**src/rtl/key_dispatch_pkg.sv**
```systemverilog
// Shared definitions for the key dispatch arbiter: FSM encoding and
// default values for the key-space parameters.
package key_dispatch_pkg;

   localparam int          KEY_W_DEF     = 24;
   localparam int unsigned KEY_START_DEF = 32'd0;
   localparam int unsigned KEY_MAX_DEF   = 32'h003F_FFFF;

   typedef enum logic [2:0] {
      ST_IDLE  = 3'd0,
      ST_SCAN  = 3'd1,
      ST_DRAIN = 3'd2,
      ST_FOUND = 3'd3,
      ST_NONE  = 3'd4
   } state_e;

endpackage

```
**src/rtl/key_dispatch_arbiter_rr_pick.sv**
```systemverilog
// Rotating-priority picker: one-hot grant for the first set request bit at
// or after the base pointer, wrapping around the vector.
module rr_pick #(
   parameter int N  = 4,
   parameter int PW = (N > 1) ? $clog2(N) : 1
) (
   input  logic [N-1:0]  req_i,
   input  logic [PW-1:0] base_i,
   output logic [N-1:0]  gnt_o,
   output logic          any_o
);

   always_comb begin
      logic [PW:0] pos;
      logic        hit;
      gnt_o = '0;
      hit   = 1'b0;
      pos   = '0;
      for (int k = 0; k < N; k++) begin
         // One extra bit holds base+k, which never reaches 2*N-1.
         pos = {1'b0, base_i} + (PW+1)'(k);
         if (pos >= (PW+1)'(N)) begin
            pos = pos - (PW+1)'(N);
         end
         if (!hit && req_i[pos[PW-1:0]]) begin
            gnt_o[pos[PW-1:0]] = 1'b1;
            hit                = 1'b1;
         end
      end
      any_o = hit;
   end

endmodule

```
**src/rtl/key_dispatch_arbiter.sv**
```systemverilog
// Hands out consecutive keys to a pool of decryption cores and records the
// first match. Optional KEY_PROGRESS_EN adds a saturating grant counter.
module key_dispatch_arbiter
   import key_dispatch_pkg::*;
#(
   parameter int          NUM_CORES = 4,
   parameter int          KEY_W     = KEY_W_DEF,
   parameter int unsigned KEY_START = KEY_START_DEF,
   parameter int unsigned KEY_MAX   = KEY_MAX_DEF
) (
   input  logic                             clk,
   input  logic                             reset,
   input  logic                             run,
   input  logic [NUM_CORES-1:0]             req,
   input  logic [NUM_CORES-1:0]             found,
   output logic [NUM_CORES-1:0]             start,
   output logic [NUM_CORES-1:0][KEY_W-1:0]  core_key,
   output logic [KEY_W-1:0]                 key_out,
   output logic                             busy,
   output logic                             done_found,
   output logic                             done_none,
   output logic [KEY_W:0]                   keys_issued,
   output state_e                           dbg_state_o
);

   localparam int              PW        = (NUM_CORES > 1) ? $clog2(NUM_CORES) : 1;
   localparam logic [KEY_W-1:0] KEY_FIRST = KEY_W'(KEY_START);
   localparam logic [KEY_W-1:0] KEY_LAST  = KEY_W'(KEY_MAX);

   if (KEY_START > KEY_MAX) begin : g_bad_range
      $error("key_dispatch_arbiter: KEY_START must not exceed KEY_MAX");
   end
   if (NUM_CORES < 2 || NUM_CORES > 16) begin : g_bad_cores
      $error("key_dispatch_arbiter: NUM_CORES must be in 2..16");
   end

   state_e                            state_q, state_d;
   logic [KEY_W-1:0]                  next_key_q, next_key_d;
   logic [PW-1:0]                     ptr_q, ptr_d;
   logic [NUM_CORES-1:0]              outstanding_q, outstanding_d;
   logic [NUM_CORES-1:0]              start_q, start_d;
   logic [NUM_CORES-1:0][KEY_W-1:0]   core_key_q, core_key_d;
   logic [KEY_W-1:0]                  key_out_q, key_out_d;
   logic                              exhausted_q, exhausted_d;

   logic [NUM_CORES-1:0] elig;
   logic [NUM_CORES-1:0] g_gnt, f_gnt;
   logic                 g_any, f_any;
   logic [KEY_W-1:0]     found_key;
   logic [PW-1:0]        g_ptr;
   logic                 grant;

   // A core still showing start this cycle has not yet dropped its old req.
   assign elig = req & ~start_q;

   rr_pick #(.N(NUM_CORES), .PW(PW)) u_pick_req (
      .req_i  (elig),
      .base_i (ptr_q),
      .gnt_o  (g_gnt),
      .any_o  (g_any)
   );

   rr_pick #(.N(NUM_CORES), .PW(PW)) u_pick_found (
      .req_i  (found),
      .base_i (ptr_q),
      .gnt_o  (f_gnt),
      .any_o  (f_any)
   );

   always_comb begin
      found_key = '0;
      g_ptr     = '0;
      for (int i = 0; i < NUM_CORES; i++) begin
         if (f_gnt[i]) found_key = found_key | core_key_q[i];
         if (g_gnt[i]) g_ptr = (i == NUM_CORES-1) ? '0 : PW'(i + 1);
      end
   end

   always_comb begin
      state_d       = state_q;
      next_key_d    = next_key_q;
      ptr_d         = ptr_q;
      outstanding_d = outstanding_q;
      start_d       = '0;
      core_key_d    = core_key_q;
      key_out_d     = key_out_q;
      exhausted_d   = exhausted_q;
      grant         = 1'b0;
      case (state_q)
         ST_IDLE: begin
            if (run) state_d = ST_SCAN;
         end
         ST_SCAN, ST_DRAIN: begin
            outstanding_d = outstanding_q & ~(req | found);
            // A match outranks both new requests and exhaustion.
            if (f_any) begin
               state_d   = ST_FOUND;
               key_out_d = found_key;
            end else if (state_q == ST_SCAN && !exhausted_q && g_any) begin
               grant         = 1'b1;
               start_d       = g_gnt;
               outstanding_d = outstanding_d | g_gnt;
               ptr_d         = g_ptr;
               for (int i = 0; i < NUM_CORES; i++) begin
                  if (g_gnt[i]) core_key_d[i] = next_key_q;
               end
               if (next_key_q == KEY_LAST) begin
                  exhausted_d = 1'b1;
                  state_d     = ST_DRAIN;
               end else begin
                  next_key_d = next_key_q + KEY_W'(1);
               end
            end else if (state_q == ST_DRAIN && outstanding_q == '0) begin
               state_d = ST_NONE;
            end
         end
         default: ;
      endcase
   end

   always_ff @(posedge clk) begin
      if (reset) begin
         state_q       <= ST_IDLE;
         next_key_q    <= KEY_FIRST;
         ptr_q         <= '0;
         outstanding_q <= '0;
         start_q       <= '0;
         core_key_q    <= '0;
         key_out_q     <= '0;
         exhausted_q   <= 1'b0;
      end else begin
         state_q       <= state_d;
         next_key_q    <= next_key_d;
         ptr_q         <= ptr_d;
         outstanding_q <= outstanding_d;
         start_q       <= start_d;
         core_key_q    <= core_key_d;
         key_out_q     <= key_out_d;
         exhausted_q   <= exhausted_d;
      end
   end

`ifdef KEY_PROGRESS_EN
   localparam logic [KEY_W:0] KEY_SPAN =
      (KEY_W+1)'(KEY_MAX) - (KEY_W+1)'(KEY_START) + (KEY_W+1)'(1);
   logic [KEY_W:0] issued_q;

   always_ff @(posedge clk) begin
      if (reset) begin
         issued_q <= '0;
      end else if (grant && issued_q != KEY_SPAN) begin
         issued_q <= issued_q + (KEY_W+1)'(1);
      end
   end
   assign keys_issued = issued_q;
`else
   assign keys_issued = '0;
`endif

   assign start       = start_q;
   assign core_key    = core_key_q;
   assign key_out     = key_out_q;
   assign busy        = (state_q == ST_SCAN) || (state_q == ST_DRAIN);
   assign done_found  = (state_q == ST_FOUND);
   assign done_none   = (state_q == ST_NONE);
   assign dbg_state_o = state_q;

endmodule

```
**config.mk**
```make
export PLATFORM = sky130hd
export DESIGN_NAME = key_dispatch_arbiter
export DESIGN_NICKNAME = d
export VERILOG_FILES = /design/src/rtl/key_dispatch_pkg.sv /design/src/rtl/key_dispatch_arbiter_rr_pick.sv /design/src/rtl/key_dispatch_arbiter.sv
export SDC_FILE = /design/constraint.sdc
export NUM_CORES = 1
export LEC_CHECK = 0
export ABC_CLOCK_PERIOD_IN_PS = 4450
export BUFFER_PORTS_ARGS = -buffer_cell sky130_fd_sc_hd__buf_4
export CAP_MARGIN = 20
export CORE_MARGIN = 3
export CORE_UTILIZATION = 55
export CTS_CLUSTER_DIAMETER = 40
export DETAILED_ROUTE_END_ITERATION = 7
export HOLD_SLACK_MARGIN = 0.08
export PLACE_DENSITY = 0.8
export SYNTH_ARGS = -nofsm -noshare
export SYNTH_HDL_FRONTEND = slang
export SYNTH_SLANG_ARGS = --single-unit
```
**constraint.sdc**
```tcl
create_clock -name clk -period 4.45 [get_ports clk]
set_input_delay 0.445 -clock clk [delete_from_list [all_inputs] [get_ports clk]]
set_output_delay 0.445 -clock clk [all_outputs]
set_load 0.01 [all_outputs]
```
* Yosys cells after proc, flatten, opt, wreduce, memory -nomap -nowiden
Cells that the tools add are included.
Word-level totals: logic and storage cells 153, register bits after elaboration 158, input port bits 11
Operators by class: equal/unequal tests 8, muxes and demuxes 60, add/sub/neg operators 8, magnitude comparators 12, reduce and logical (&&, ||, !) cells 35, bitwise gates (word level) 19
Operator list (number):
- 2-to-1 mux 24 bit | 4
- bitwise OR 24 bit | 3
- 2-to-1 mux 4 bit | 10
- bitwise OR 4 bit | 8
- AND reduction 4 bit | 7
- adder 24 x 1 -> 24 bit (second input constant) | 1
- == test 24 x 22 -> 1 bit (second input constant) | 1
- 2-to-1 mux 1 bit | 21
- binary-select mux 1 bit (select 2 bit) | 8
- 2-to-1 mux 3 bit | 5
- 2-to-1 mux 2 bit | 7
- logical AND 1 bit | 13
- < comparator 2 x 3 -> 1 bit (second input constant) | 4
- greater-or-equal comparator 3 bit (second input constant) | 3
- bitwise AND 4 bit | 2
- demux 1 bit (select 2 bit) | 4
- greater-or-equal comparator 2 x 1 -> 1 bit (second input constant) | 4
- inequality test 4 bit (second input constant) | 2
- NOT 4 bit | 2
- subtractor 2 x 1 -> 2 bit (second input constant) | 4
- zero test 1 bit | 7
- adder 2 x 2 -> 3 bit (second input constant) | 2
- == test 3 x 2 -> 1 bit (second input constant) | 2
- case mux 3 bit (2 select lines) | 1
- other kinds (14) | 17

* Depth between registers and ports, before layout
Gate-level depths: netlist (run 1).
word-level depth 21, mapped depth 12, mapped depth without buffers 9

* Hierarchy
From an unflattened synthesis (run 1), not the netlist that was laid out.
Second synthesis, totals: cell total of the unflattened synthesis 863, area, all modules 7701.1 sq um
By module, submodules not included:
- key_dispatch_arbiter | seq. area each 3163.0 sq um, times used 1, cells an instance 739, area each 6760.2 sq um
- rr_pick | seq. area each 0.0 sq um, times used 2, cells an instance 62, area each 470.5 sq um

* Worst setup path before layout (run 1)
No wires, ideal clock.
path kind register -> register, from reg ptr_q[0], to reg core_key_q, in the netlist core_key[77], clock period less this slack 3.612 ns, data required time 4.322 ns, path slack 0.838 ns, path buffers 3, library setup time 0.128 ns, stages on the path, launching flop included 12, arrival 3.484 ns, path through dfxtp_1 -> buf_2 -> clkinv_1 -> ha_1 -> clkbuf_1 -> or3_1 -> a2111oi_0 -> a22oi_1 -> a31oi_2 -> buf_4 -> mux2i_1 -> nor2_1
Between the ends: longest elaborated chain between the ends 16, elaborated cells on any way between the ends 81, classes of those cells add/sub: 7; order compare: 12; mux: 40; bitwise: 4; reduce/logical: 18
Ends and longest elaborated chain:
- start, declared | RTL line key_dispatch_arbiter.sv:39 | logic [PW-1:0] ptr_q, ptr_d;
- start signal, assigned | RTL line key_dispatch_arbiter.sv:134 | ptr_q <= ptr_d;
- parallel branches: the longest is 15 deep, another holds adder 2 x 1 -> 3 bit
- AND reduction 4 bit (no source line) (*)
- end signal, assigned | RTL line key_dispatch_arbiter.sv:137 | core_key_q <= core_key_d;
- end, declared | RTL line key_dispatch_arbiter.sv:42 | logic [NUM_CORES-1:0][KEY_W-1:0] core_key_q, core_key_d;
Mark *: on every way between the ends. The select of a mux whose other input is x is not followed. A chain may end at the register's enable or synchronous reset.

* Worst setup path in the final report (run 1)
from reg ptr_q[0], to reg key_out_q[14] (netlist: key_out[14])
Between the ends: longest elaborated chain between the ends 21, elaborated cells on any way between the ends 68, classes of those cells add/sub: 7; order compare: 12; mux: 32; bitwise: 6; reduce/logical: 11
Ends and longest elaborated chain:
- parallel branches: the longest is 21 deep, another holds adder 2 x 1 -> 3 bit
- end signal, assigned | RTL line key_dispatch_arbiter.sv:138 | key_out_q <= key_out_d;
- end, declared | RTL line key_dispatch_arbiter.sv:43 | logic [KEY_W-1:0] key_out_q, key_out_d;
Parallel ways; which one is timed is not known. The select of a mux whose other input is x is not followed.

==> results of run 1 <==
## cell families after synthesis
kind of cell             count (synthesis)
other                                    1
flip-flops                             158
XOR/XNOR                                18
AND/OR/NAND/NOR                        296
multiplexers                           104
adder cells (fa/ha/maj)                  8
buffers and inverters                  106
AO/OA/AOI/OAI                          181
## worst max path at each step
stage | end | slack, ns
after floorplan | core_key[77] | 0.84
after global placement | key_out[11] | 0.72
after detailed placement | key_out[9] | 0.51
after CTS | key_out[14] | 0.51
after global routing | key_out[14] | 0.12
final | key_out[14] | 0.39
## layer usage
layer | up-vias | track usage [%]
met3 | 35 | 5.80
met5 | - | 0
li1 | 3312 | -
met2 | 292 | 43.0
met4 | 0 | 8.55
met1 | 3426 | 34.5
## layout by cell type, fill, tap and decap left out, types with 4 or more instances in the layout
cell type,n
nand4_1,6
ha_1,8
nor2b_1,5
xor2_1,7
a21oi_1,13
nor2_1,162
o211ai_1,24
xnor2_1,11
a311o_1,24
or3_1,8
inv_1,9
conb_1,25
dfxtp_1,158
a2bb2oi_1,24
nand3_1,16
mux4_2,6
clkbuf_16,17
o21ai_0,42
nand3b_1,25
nand2b_1,4
nand2_1,37
nor3_1,7
and4_1,4
buf_4,157
mux2i_1,98
and3_1,6
a22oi_1,29
a31oi_4,4
## where the power goes
group	internal, mW	switching [mW]
Clock	0.866	0.572
Sequential	1.50	0.0748
Combinational	0.304	0.387
Total	2.67	1.03
## critical path, stage by stage (launching register included)
cell,delay (ns)
dfxtp_1,0.59
clkinv_1,0.39
ha_1,0.52
or3b_2,0.50
a2111oi_0,0.80
nor2_2,0.29
buf_8,0.25
a2bb2oi_1,0.15
a311o_1,0.37
o211ai_1,0.10
## final cells by class
| class | instances | area (um^2) | share of cell area [%] |
|---|---|---|---|
| inverters | 13 | 48.8 | 0.513 |
| well taps | 176 | 220 | 2.32 |
| multi-input cells | 632 | 4240 | 44.7 |
| clock buffers | 21 | 470 | 4.95 |
| repair buffers | 161 | 1250 | 13.1 |
| clock inverters | 9 | 109 | 1.15 |
| flip-flops and latches | 158 | 3160 | 33.3 |
## stage by stage
step	power, mW	util (%)	hold WS, ns	setup slack [ns]	cell area [um^2]
floorplan	2.05	-	0.438	0.838	7890
global placement	2.27	65.6	0.467	0.723	8890
detailed placement	2.28	65.6	0.477	0.511	8890
CTS	3.71	69.9	0.393	0.511	9470
global route	3.85	70.1	0.426	0.122	9500
finish	3.70	70.1	0.402	0.389	9500
## state kept, by name, summed over array words and instances (netlist names)
register / flops
start: 4
core_key: 96
next_key_q: 24
ptr_q: 2
outstanding_q: 4
dbg_state_o: 3
exhausted_q: 1
key_out: 24
==> results.json, run 1 <==
{
  "ant_nets": 0,
  "tritoncts": "built",
  "rrSetupSlack_ns": 0.39,
  "whs_endpoint": "outstanding_q[1]",
  "ios": 166,
  "grt_antenna_before_repair": 0,
  "critPathLaunch": "ptr_q[0]",
  "drt-initial-drc-count": 604,
  "cts_setup_buffers": 0,
  "rows": 42,
  "yosysWarnings": 0,
  "synth_xor_area_share_pct": 2.02,
  "top_layer": "met4",
  "path_max_fanout": 16,
  "portBuffers": 140,
  "start_util_pct": 57.5,
  "die_h_um": 125,
  "grt_pass1_wl_mm": 34.2,
  "fmax_ghz": 0.246,
  "synthTopCellsByCount": "nor2_1 (163), dfxtp_1 (158), mux2i_1 (98), clkbuf_1 (54), o21ai_0 (42)",
  "area_growth_pct": 21.8,
  "p_per_area_nw_per_um2": 389,
  "grt_usage_pct": 26.2,
  "slew_headroom_pct": 29.2,
  "htreeDepth": 4,
  "netlist.area_leader.share_pct": 40.5,
  "finalCriticalPeriod_ns": 4.06,
  "yosys.cell_count.top_type": "nor2_1",
  "wl_met2_mm": 10.1,
  "hold_viol": 0,
  "yosys.area.top_type": "dfxtp_1",
  "met1_length_mm": 9.20,
  "synth-edff-count": 0,
  "core_area_um2": 13600,
  "dieArea_um2": 15600,
  "numCtsBuffers": 17,
  "worstPathArrival_ns": 4.39,
  "ys_ff_latch": 158,
  "grt_max_degree": 64,
  "first_pass_iters": 5,
  "place_hpwl_mm": 14.0,
  "min_path_cells": 4,
  "yosysSeqAreaShare_pct": 40.5,
  "regToRegEndpoint": "key_out[14]",
  "grt_pass1_vias": 6717,
  "max-cap-violations": 0,
  "cts.clk_slew.worst_paths_ns": 0.06,
  "synth_mux_area_share_pct": 14.3,
  "clk_path_buf_depth": 2,
  "n_antenna_cell": 0,
  "worstRegToRegCells": 9,
  "p_leak_nw": 3.42,
  "synth_fa_ha_area_share_pct": 1.28,
  "r2r-start": "ptr_q[0]",
  "hold_path.class": "in2reg",
  "wl_met3_mm": 1.45,
  "rsz0062_at_grt": "no",
  "instances_no_fill": 1170,
  "start_kind": "flop",
  "cp.required_ns": 4.78,
  "drv_slew": 0,
  "synth_top_family_by_area": "simple AND/OR/NAND/NOR gates",
  "clock-sinks": 158,
  "cts_hold_buffers": 0,
  "syn_avg_cell_area_um2": 8.95,
  "nNetsFinal": 1002,
  "synth_cell_types": 57,
  "post-route-period-util_pct": 91.2,
  "clock_skew_ns": 0.00900,
  "worstSetupPathType": "reg2reg",
  "synth_ff_type": "dfxtp_1",
  "drive_above_1_share_pct": 21.5,
  "synth_compound_area_share_pct": 17.0,
  "dieWidth_um": 125,
  "ir_drop_mv": 0.279,
  "drc": 0,
  "setup_viol": 0,
  "synth.area.top_cells": "dfxtp_1 (41%), mux2i_1 (13%), nor2_1 (7.8%)",
  "wl_per_cell_um": 18.1,
  "synth_cells": 872,
  "cts_root_buf": "clkbuf_16",
  "fillers": 1081,
  "status": "completed",
  "min_from": "req[1]",
  "dp_cells": 1138,
  "fin_tns_setup_ns": 0,
  "wirelength_mm": 21.2,
  "vias": 7065,
  "clk_latency_ns": 0.42,
  "post_cts_resized": 0,
  "grt_overflow": 0,
  "gp_congestion": 0.903,
  "viasPerCell": 6.04,
  "netlist_area_um2": 7800,
  "post_synth_and_or_nand_nor_area_fraction_pct": 17.9,
  "tightest_slew_ns": 1.06,
  "cp-end-kind": "flop",
  "synthArstFlopShare_pct": 0
}
No activity file was read; power rests on OpenSTA's default activity.
==> run 2: changes to the inputs <==
--- a/config.mk
+++ b/config.mk
@@ -5,12 +5,14 @@
 export SDC_FILE = /design/constraint.sdc
 export NUM_CORES = 1
 export LEC_CHECK = 0
+export ABC_AREA = 1
 export ABC_CLOCK_PERIOD_IN_PS = 4450
 export BUFFER_PORTS_ARGS = -buffer_cell sky130_fd_sc_hd__buf_4
 export CAP_MARGIN = 20
 export CORE_MARGIN = 3
 export CORE_UTILIZATION = 55
 export CTS_CLUSTER_DIAMETER = 40
+export CTS_CLUSTER_SIZE = 25
 export DETAILED_ROUTE_END_ITERATION = 7
 export HOLD_SLACK_MARGIN = 0.08
 export PLACE_DENSITY = 0.8
==> run 2 against run 1 <==
Clock skew decreased by 0.0013 ns; synthesized area up 0.85%; combinational power down 20%; sequential cell count stayed put; die area increased by 0.81%; utilization is 2.9 points lower; power fell by 2.7%; synthesized cell count is 34% higher; largest cell class unchanged; clock power is 6% higher; largest power group is now clock; critical endpoint is now core_key[79]; non-clock buffer count is 13 lower; global-route usage up 3.8 points.
==> results.json, run 2 <==
{
  "fmax_ghz": 0.306,
  "p_switching_mw": 0.998,
  "yosysSeqAreaShare_pct": 40.2,
  "numCtsBuffers": 17,
  "dp_cells": 1434,
  "drv_slew": 0,
  "gp_congestion": 0.937,
  "comb_power_share_pct": 15.4,
  "synthTopCellsByCount": "nand2_1 (250), nor2_1 (250), dfxtp_1 (158), o21ai_0 (112), nand3_1 (92)",
  "cts_hold_buffers": 0,
  "drt-initial-drc-count": 680,
  "fin_tns_setup_ns": 0,
  "worstSetupPathType": "reg2reg",
  "worstRegToRegCells": 13,
  "largest_register_ffs": 96,
  "min_path_cells": 4,
  "p_leak_nw": 4.05,
  "drive_above_1_share_pct": 16.1,
  "nNetsFinal": 1292,
  "grt_antenna_before_repair": 0,
  "dieWidth_um": 126,
  "synth_compound_area_share_pct": 12.5,
  "synth_ff_type": "dfxtp_1",
  "intPower_mw": 2.60,
  "synth.area.top_cells": "dfxtp_1 (40%), nand2_1 (12%), nor2_1 (12%)",
  "ir_drop_mv": 0.245,
  "rsz0062_at_grt": "no",
  "viasPerCell": 5.50,
  "final_cell_mix": "nor2_1 (250), nand2_1 (250), dfxtp_1 (158)",
  "power_frac_seq_pct": 42.2,
  "switching_share_pct": 27.7,
  "start_util_pct": 56.5,
  "hold_path.class": "in2reg",
  "post_synth_and_or_nand_nor_area_fraction_pct": 35.2,
  "syn_avg_cell_area_um2": 6.72,
  "first_pass_iters": 5,
  "netlist_area_um2": 7870,
  "tightest_slew_ns": 0.952,
  "r2r-start": "ptr_q[0]",
  "ant_nets": 0,
  "portBuffers": 140,
  "ios": 166,
  "finalCriticalPeriod_ns": 3.26,
  "synth_cells": 1170,
  "wl_per_cell_um": 16.4,
  "htreeDepth": 4,
  "start_kind": "flop",
  "synth_top_family_by_area": "simple AND/OR/NAND/NOR gates",
  "slew_headroom_pct": 36.4,
  "synth_cell_types": 35,
  "area_growth_pct": 19.1,
  "whs_endpoint": "outstanding_q[0]",
  "rrSetupSlack_ns": 1.19,
  "setup_viol": 0,
  "clk_path_buf_depth": 2,
  "yosys.area.top_type": "dfxtp_1",
  "worstPathArrival_ns": 3.61,
  "status": "completed",
  "cts_root_buf": "clkbuf_16",
  "synth_mux_area_share_pct": 0,
  "post_cts_resized": 0,
  "rows": 43,
  "clock_skew_ns": 0.00769,
  "clock-sinks": 158,
  "grt_max_degree": 52,
  "ys_ff_latch": 158,
  "netlist.area_leader.share_pct": 40.2,
  "p_per_area_nw_per_um2": 384,
  "hold-worst-slack_ns": 0.355,
  "synth-edff-count": 0,
  "place_hpwl_mm": 17.1,
  "post-route-period-util_pct": 73.3,
  "yosysWarnings": 0,
  "tritoncts": "built",
  "grt_pass1_vias": 7171,
  "hold_viol": 0,
  "synth_fa_ha_area_share_pct": 1.27,
  "vias": 8056,
  "core_area_um2": 13900,
  "synth_xor_area_share_pct": 0.891,
  "pwr-share-clk_pct": 42.4,
  "cts_setup_buffers": 0,
  "wirelength_mm": 24.0,
  "grt_usage_pct": 30.0,
  "grt_pass1_wl_mm": 38.4,
  "die_h_um": 126,
  "cts.clk_slew.worst_paths_ns": 0.06,
  "fillers": 1285,
  "regToRegEndpoint": "core_key[79]",
  "n_antenna_cell": 0,
  "clk_latency_ns": 0.43,
  "min_from": "found[0]",
  "path_max_fanout": 26,
  "max-cap-violations": 0,
  "instances_no_fill": 1466,
  "dieArea_um2": 15800,
  "synthArstFlopShare_pct": 0,
  "drc": 0,
  "grt_overflow": 0,
  "cp-end-kind": "flop",
  "cp.required_ns": 4.80
}
-- run 2: worst max-delay path, stage by stage (launching register included) --
cell and delay, ns:
dfxtp_1 0.65, inv_6 0.12, ha_1 0.42, inv_1 0.14, nand3_1 0.09, nand2_1 0.11
nand2_1 0.07, nor2_2 0.14, nand2_1 0.11, o21ai_4 0.55, nand2_2 0.18, clkinv_2 0.35
nor2_1 0.07, nor2_1 0.15
-- run 2: power groups by stage --
stage | clock (mW) | combinational, mW | sequential (mW)
3_3_place_gp | 0 | 0.542 | 1.55
2_1_floorplan | 0 | 0.353 | 1.58
6_report | 1.53 | 0.553 | 1.52
4_1_cts | 1.53 | 0.552 | 1.52
5_1_grt | 1.60 | 0.616 | 1.53
3_5_place_dp | 0 | 0.548 | 1.55
-- run 2: how the worst max path moves through the flow --
stage	end	cells past startpoint	slack, ns	start
2_1_floorplan	next_key_q[17]	14	2.14	ptr_q[0]
3_3_place_gp	ptr_q[1]	14	1.34	ptr_q[0]
3_5_place_dp	core_key[79]	13	1.24	ptr_q[0]
4_1_cts	core_key[79]	13	1.22	ptr_q[0]
5_1_grt	core_key[30]	12	0.92	ptr_q[0]
6_report	core_key[79]	13	1.19	ptr_q[0]
-- run 2: logic make-up after synthesis --
group / after synthesis
and+or+nand+nor: 653
AOI/OAI and AO/OA: 194
DFF: 158
buffers and inverters: 148
xor gates and xnor gates: 8
adders and majority gates: 8
other: 1
-- run 2: area by class of cell --
cell class	count	area, um^2	share of cell area, %
clock inverters	12	160	1.71
repair buffers	148	1110	11.9
clock buffers	20	457	4.88
multi-input cells	888	4020	42.9
well taps	180	225	2.40
inverters	60	231	2.47
flip-flops and latches	158	3160	33.8
-- run 2: routing by layer --
metal  wire length, um  GRT usage (%)  part of all wire, %
met1             10700           43.5                   45
met5                 0              0                    0
met2             10300           43.8                   43
met3              2350           6.62                  9.8
met4               645           11.1                  2.7
-- run 2: through the flow --
stage	utilization (%)	power (mW)	area [um^2]	setup WS (ns)
detailed placement	62.8	2.10	8750	1.24
CTS	67.2	3.60	9370	1.22
floorplan	-	1.93	7960	2.14
global route	67.2	3.74	9370	0.916
global placement	62.8	2.09	8750	1.34
finish	67.2	3.60	9370	1.19
